--- config.mk ---
export PLATFORM = sky130hd
export DESIGN_NAME = dmem_arbiter
export DESIGN_NICKNAME = d
export VERILOG_FILES = /design/src/rtl/gpu_mem_pkg.sv /design/src/rtl/rr_picker.sv /design/src/rtl/dmem_arbiter.sv
export SDC_FILE = /design/constraint.sdc
export NUM_CORES = 1
export LEC_CHECK = 0
export ABC_AREA = 1
export CAP_MARGIN = 0
export CORE_MARGIN = 10
export CORE_UTILIZATION = 25
export DETAILED_ROUTE_END_ITERATION = 10
export HOLD_SLACK_MARGIN = 0.1
export PLACE_DENSITY = 0.57
export SYNTH_ARGS = -nofsm -noshare
export SYNTH_HDL_FRONTEND = slang
export SYNTH_HIERARCHICAL = 1
export SYNTH_SLANG_ARGS = --single-unit
--- constraint.sdc ---
create_clock -name clk -period 3 [get_ports clk]
set_input_delay 0.3 -clock clk [delete_from_list [all_inputs] [get_ports clk]]
set_output_delay 0.3 -clock clk [all_outputs]
set_load 0.02 [all_outputs]
--- src/rtl/gpu_mem_pkg.sv ---
// Shared types and helpers for the data-memory arbiter.
package gpu_mem_pkg;

    typedef enum logic [2:0] {
        StIdle,
        StReadWait,
        StWriteWait,
        StReadRelay,
        StWriteRelay
    } arb_state_t;

    localparam int unsigned MinPtrWidth = 1;

    function automatic int unsigned ptr_width(input int unsigned n);
        return (n > 1) ? $clog2(n) : MinPtrWidth;
    endfunction

endpackage

--- src/rtl/rr_picker.sv ---
// Rotate-priority select: first set request bit at or after ptr, wrapping at N.
module rr_picker #(
    parameter int unsigned N  = 4,
    parameter int unsigned PW = 2
) (
    input  logic [N-1:0]  req,
    input  logic [PW-1:0] ptr,
    output logic          found,
    output logic [PW-1:0] index
);

    always_comb begin
        logic [PW-1:0] c;
        found = 1'b0;
        index = '0;
        c     = ptr;
        for (int unsigned i = 0; i < N; i++) begin
            if (!found && req[c]) begin
                found = 1'b1;
                index = c;
            end
            c = (c == PW'(N - 1)) ? '0 : c + PW'(1);
        end
    end

endmodule

--- src/rtl/dmem_arbiter.sv ---
// Round-robin arbiter sharing one data-memory channel between NUM_CONSUMERS requesters.
// Optional memory-response timeout is enabled by defining DMEM_ARB_TIMEOUT_EN.
module dmem_arbiter
    import gpu_mem_pkg::*;
#(
    parameter int unsigned NUM_CONSUMERS  = 4,
    parameter int unsigned ADDR_BITS      = 8,
    parameter int unsigned DATA_BITS      = 8
`ifdef DMEM_ARB_TIMEOUT_EN
    , parameter int unsigned TIMEOUT_CYCLES = 255
`endif
) (
    input  logic                     clk,
    input  logic                     reset,
    input  logic [NUM_CONSUMERS-1:0] consumer_read_valid,
    input  logic [ADDR_BITS-1:0]     consumer_read_address [NUM_CONSUMERS],
    output logic [NUM_CONSUMERS-1:0] consumer_read_ready,
    output logic [DATA_BITS-1:0]     consumer_read_data [NUM_CONSUMERS],
    input  logic [NUM_CONSUMERS-1:0] consumer_write_valid,
    input  logic [ADDR_BITS-1:0]     consumer_write_address [NUM_CONSUMERS],
    input  logic [DATA_BITS-1:0]     consumer_write_data [NUM_CONSUMERS],
    output logic [NUM_CONSUMERS-1:0] consumer_write_ready,
    output logic                     mem_read_valid,
    output logic [ADDR_BITS-1:0]     mem_read_address,
    input  logic                     mem_read_ready,
    input  logic [DATA_BITS-1:0]     mem_read_data,
    output logic                     mem_write_valid,
    output logic [ADDR_BITS-1:0]     mem_write_address,
    output logic [DATA_BITS-1:0]     mem_write_data,
    input  logic                     mem_write_ready
`ifdef DMEM_ARB_TIMEOUT_EN
    , output logic                   timeout_error
`endif
);

    localparam int unsigned PW = ptr_width(NUM_CONSUMERS);

    arb_state_t                 state_q, state_d;
    logic [PW-1:0]              grant_q, grant_d;
    logic [PW-1:0]              rr_ptr_q, rr_ptr_d;
    logic                       rd_valid_q, rd_valid_d;
    logic [ADDR_BITS-1:0]       rd_addr_q, rd_addr_d;
    logic                       wr_valid_q, wr_valid_d;
    logic [ADDR_BITS-1:0]       wr_addr_q, wr_addr_d;
    logic [DATA_BITS-1:0]       wr_data_q, wr_data_d;
    logic [NUM_CONSUMERS-1:0]   rd_ready_q, rd_ready_d;
    logic [NUM_CONSUMERS-1:0]   wr_ready_q, wr_ready_d;
    logic [DATA_BITS-1:0]       rd_data_q [NUM_CONSUMERS];
    logic [DATA_BITS-1:0]       rd_data_d [NUM_CONSUMERS];

    logic [NUM_CONSUMERS-1:0]   pick_req;
    logic                       pick_found;
    logic [PW-1:0]              pick_index;
    logic [PW-1:0]              next_ptr;

`ifdef DMEM_ARB_TIMEOUT_EN
    localparam int unsigned CW = $clog2(TIMEOUT_CYCLES + 1);
    logic [CW-1:0] to_cnt_q, to_cnt_d;
    logic          to_err_q, to_err_d;
    logic          to_hit;

    assign to_hit        = (to_cnt_q == CW'(TIMEOUT_CYCLES - 1));
    assign timeout_error = to_err_q;
`endif

    // A consumer still holding its ready must not be re-granted until it drops valid.
    assign pick_req = (consumer_read_valid | consumer_write_valid) &
                      ~(rd_ready_q | wr_ready_q);
    assign next_ptr = (grant_q == PW'(NUM_CONSUMERS - 1)) ? '0 : grant_q + PW'(1);

    rr_picker #(
        .N  (NUM_CONSUMERS),
        .PW (PW)
    ) u_rr_picker (
        .req   (pick_req),
        .ptr   (rr_ptr_q),
        .found (pick_found),
        .index (pick_index)
    );

    always_comb begin
        state_d    = state_q;
        grant_d    = grant_q;
        rr_ptr_d   = rr_ptr_q;
        rd_valid_d = rd_valid_q;
        rd_addr_d  = rd_addr_q;
        wr_valid_d = wr_valid_q;
        wr_addr_d  = wr_addr_q;
        wr_data_d  = wr_data_q;
        rd_ready_d = rd_ready_q;
        wr_ready_d = wr_ready_q;
        rd_data_d  = rd_data_q;
`ifdef DMEM_ARB_TIMEOUT_EN
        to_cnt_d   = '0;
        to_err_d   = to_err_q;
`endif
        unique case (state_q)
            StIdle: begin
                if (pick_found) begin
                    grant_d = pick_index;
                    if (consumer_read_valid[pick_index]) begin
                        rd_valid_d = 1'b1;
                        rd_addr_d  = consumer_read_address[pick_index];
                        state_d    = StReadWait;
                    end else begin
                        wr_valid_d = 1'b1;
                        wr_addr_d  = consumer_write_address[pick_index];
                        wr_data_d  = consumer_write_data[pick_index];
                        state_d    = StWriteWait;
                    end
                end
            end
            StReadWait: begin
                if (mem_read_ready) begin
                    rd_data_d[grant_q]  = mem_read_data;
                    rd_ready_d[grant_q] = 1'b1;
                    rd_valid_d          = 1'b0;
                    state_d             = StReadRelay;
                end
`ifdef DMEM_ARB_TIMEOUT_EN
                else if (to_hit) begin
                    rd_data_d[grant_q]  = '0;
                    rd_ready_d[grant_q] = 1'b1;
                    rd_valid_d          = 1'b0;
                    to_err_d            = 1'b1;
                    state_d             = StReadRelay;
                end else begin
                    to_cnt_d = to_cnt_q + CW'(1);
                end
`endif
            end
            StWriteWait: begin
                if (mem_write_ready) begin
                    wr_ready_d[grant_q] = 1'b1;
                    wr_valid_d          = 1'b0;
                    state_d             = StWriteRelay;
                end
`ifdef DMEM_ARB_TIMEOUT_EN
                else if (to_hit) begin
                    wr_ready_d[grant_q] = 1'b1;
                    wr_valid_d          = 1'b0;
                    to_err_d            = 1'b1;
                    state_d             = StWriteRelay;
                end else begin
                    to_cnt_d = to_cnt_q + CW'(1);
                end
`endif
            end
            StReadRelay: begin
                if (!consumer_read_valid[grant_q]) begin
                    rd_ready_d[grant_q] = 1'b0;
                    rr_ptr_d            = next_ptr;
                    state_d             = StIdle;
                end
            end
            StWriteRelay: begin
                if (!consumer_write_valid[grant_q]) begin
                    wr_ready_d[grant_q] = 1'b0;
                    rr_ptr_d            = next_ptr;
                    state_d             = StIdle;
                end
            end
            default: state_d = StIdle;
        endcase
    end

    always_ff @(posedge clk or posedge reset) begin
        if (reset) begin
            state_q    <= StIdle;
            grant_q    <= '0;
            rr_ptr_q   <= '0;
            rd_valid_q <= 1'b0;
            rd_addr_q  <= '0;
            wr_valid_q <= 1'b0;
            wr_addr_q  <= '0;
            wr_data_q  <= '0;
            rd_ready_q <= '0;
            wr_ready_q <= '0;
            for (int i = 0; i < NUM_CONSUMERS; i++) begin
                rd_data_q[i] <= '0;
            end
`ifdef DMEM_ARB_TIMEOUT_EN
            to_cnt_q   <= '0;
            to_err_q   <= 1'b0;
`endif
        end else begin
            state_q    <= state_d;
            grant_q    <= grant_d;
            rr_ptr_q   <= rr_ptr_d;
            rd_valid_q <= rd_valid_d;
            rd_addr_q  <= rd_addr_d;
            wr_valid_q <= wr_valid_d;
            wr_addr_q  <= wr_addr_d;
            wr_data_q  <= wr_data_d;
            rd_ready_q <= rd_ready_d;
            wr_ready_q <= wr_ready_d;
            rd_data_q  <= rd_data_d;
`ifdef DMEM_ARB_TIMEOUT_EN
            to_cnt_q   <= to_cnt_d;
            to_err_q   <= to_err_d;
`endif
        end
    end

    assign mem_read_valid       = rd_valid_q;
    assign mem_read_address     = rd_addr_q;
    assign mem_write_valid      = wr_valid_q;
    assign mem_write_address    = wr_addr_q;
    assign mem_write_data       = wr_data_q;
    assign consumer_read_ready  = rd_ready_q;
    assign consumer_write_ready = wr_ready_q;
    assign consumer_read_data   = rd_data_q;

endmodule

==> metrics.md <==
| Metric | Value |
|---|---|
| Status | completed |
| Synthesized area | 0.00424 mm2 |
| Top post-synthesis cells by area | dfrtp_1 (43%), nand2_1 (9.3%), nor2_1 (7.6%), o21ai_0 (6.1%), o21ai_1 (4.3%) |
| Post-Synthesis Cells | 552 |
| Required time of the critical path | 3.26 ns |
| Synth top area share | 0.431 |
| P per Cell Area | 1500 mW/mm2 |
| Synth Area in Simple Gates | 0.292 |
| Worst R2R End | mem_read_address[6] |
| CTS buffer count | 9 |
| DR top layer | met4 |
| Core Area | 0.0166 mm2 |
| R2R Setup Slk | 0.37 ns |
| Share of layout cells above drive strength 1 | 0.0928 |
| Commonest cells after routing, fill and taps aside | clkdlybuf4s50_1 (181), nand2_1 (105), nor2_1 (86) |
| Routed len/inst | 16.1 um |
| Final min period | 2.63 ns |
| I/O Buffers | 181 |
| Leak | 2.96 nW |
| Final Util | 0.395 |
| CTS Buffer Depth | 2 |
| Total gr overflow | 0 |
| Commonest non-fill, non-tap cell in the layout | clkdlybuf4s50_1 |
| Metal-1 WL | 6360 um |
| Ports | 182 |
| Synth area leader | dfrtp_1 |
| VDD IR-drop max | 1.04 mV |
| Chip height | 150 um |
| Reg2Reg Depth | 12 |
| Hold Vio Cnt, Final | 0 |
| Synth Area in Compound Gates | 0.178 |
| Multiplexer share of the synthesized area | 0 |
| CTS tree | done |
| Antenna Cells | 0 |
| Tcrit/Tclk final | 0.876 |
| Drt total wl | 15300 um |
| Site Rows | 47 |
| First-pass DRT Iterations | 4 |
| Yosys cell types | 29 |
| Die Wd | 150 um |
| Final #Nets | 849 |
| # clock sinks | 73 |
| Reg2reg start | rr_ptr_q[1] |
| Layout area overhead | 54.7% |
| Setup_tns | 0 ns |
| Post-DP Area | 0.00626 mm2 |
| Final Total Pwr | 9.82 mW |
| Upper clock frequency limit | 0.381 GHz |
| Post-CTS setup buffers | 0 |
| Clock latency on the worst-skew pair | 0.33 ns |
| Critical path class | flip-flop to flip-flop |
| Routed Antenna Nets | 0 |
| Clock skew | 0.0104 ns |
| Vias | 4268 |
| Seq/Total Area, Yosys | 0.431 |
| Fin. max-slew vios | 0 |
| Worst EP arrival | 2.89 ns |
| Post-Synth XOR/XNOR Area | 0 |
| Clock Pin Slew Worst Setup and Hold Paths | 0.06 ns |
| Startpoint types | flip-flop |
| Syn nets | 673 |
| Worst hold path class | primary input to async pin |
| Syn_area_per_cell | 7.67 um2 |
| Largest net degree at the start of global routing | 49 |
| WL met2 | 7960 um |
| H-tree Lvls | 3 |
| Yosys warnings | 6 |
| Worst-margin pin slew | 0.618 ns |
| DP Wirelength | 12200 um |
| Crit path capture type | flip-flop |
| Drt drc | 0 |
| Worst-path maximum fanout | 48 |
| Post_cts resized | 0 |
| Antenna violations before repair | 0 |
| Post-Synth Adder-Cell Area | 0.0148 |
| Vias/cell | 4.48 |
| DRT iter0 DRCs | 248 |
| DIE AREA | 0.0225 mm2 |
| Seq cells post-synth | 73 |
| Wire length on met3 | 731 um |
| Starting Density | 0.255 |
| RSZ-0062 raised after global routing | no |
| Slew HR | 0.588 |
| Vias in the first global route | 4274 |
| Cts hold-fix bufs | 0 |
| Largest family of logic cells by synthesized area | simple AND/OR/NAND/NOR gates |
| Post-Layout Inst Area | 0.00655 mm2 |
| Gpl congestion | 0.818 |
| Root Buffer | clkbuf_16 |
| Final-report setup violation count | 0 |
| Total of max-cap violations | 0 |
| First-pass GRT wire length | 24200 um |
| Total track usage | 0.137 |
| WHS | 0.359 ns |
==> Yosys cell counts <==
master,instances
dfrtp_1,73
nor2_1,86
nor2_4,3
buf_6,6
clkinv_2,1
o21ai_2,4
clkbuf_1,7
buf_4,5
buf_1,1
nand3_2,7
o21ai_1,36
a21oi_1,17
a211oi_1,4
nor2_8,2
nand3_1,26
nand4_1,13
buf_2,6
o22ai_1,24
nand2_4,8
nor2_2,1
inv_2,6
a21oi_2,1
nand2_1,105
ha_1,5
nand3_4,1
nand2_2,8
a31oi_1,1
o21ai_0,52
inv_1,43
==> critical path, cell delays in order, from the launching register on <==
cell and delay (ns):
dfrtp_1 0.43, ha_1 0.43, inv_2 0.10, o21ai_0 0.11, nand3_2 0.13, nand2_4 0.10, nand4_1 0.11, nand3_2 0.14
buf_4 0.40, o21ai_0 0.16, o22ai_1 0.24, inv_1 0.08, o21ai_1 0.11
==> stage by stage <==
step,cells,setup slack (ns)
after floorplan,552,0.585
after global placement,937,0.0412
after detailed placement,937,0.0459
after CTS,953,0.351
after global routing,953,0.103
final,953,0.372
==> worst max path at each step <==
stage | slack [ns] | startpoint | end
floorplan | 0.58 | rr_ptr_q[0] | mem_write_address[7]
global placement | 0.04 | consumer_read_valid[2] | mem_read_address[6]
detailed placement | 0.05 | consumer_read_valid[2] | mem_read_address[6]
CTS | 0.35 | rr_ptr_q[1] | mem_read_address[6]
global route | 0.10 | rr_ptr_q[1] | mem_write_address[3]
finish | 0.37 | rr_ptr_q[1] | mem_read_address[6]
==> routing by layer <==
layer	up-vias	GRT usage
met5	-	0
met4	0	0.0457
met3	14	0.0360
met2	87	0.236
met1	1976	0.162
li1	2191	-
==> power breakdown <==
part           leakage (nW)  switching, mW  internal, mW
clock                 0.143          0.420         0.647
combinational          1.92           4.38          2.59
sequential            0.900          0.305          1.48
total                  2.96           5.11          4.72
==> final cells by class <==
class / instances / area (um2)
well taps: 220 / 275
fillers: 1757 / 10000
repair buffers: 190 / 1900
clock buffers: 10 / 229
multi-input cells: 404 / 2060
inverters: 50 / 190
flip-flops and latches: 73 / 1830
clock inverters: 6 / 65.1
==> logic make-up (layout without fill, tap and decap cells) <==
kind of cell | Yosys count | in the layout
buf+inv | 75 | 256
flops | 73 | 73
simple gates | 260 | 260
compound gates | 139 | 139
fa+ha+maj | 5 | 5
(Power assumes the default switching activity.)
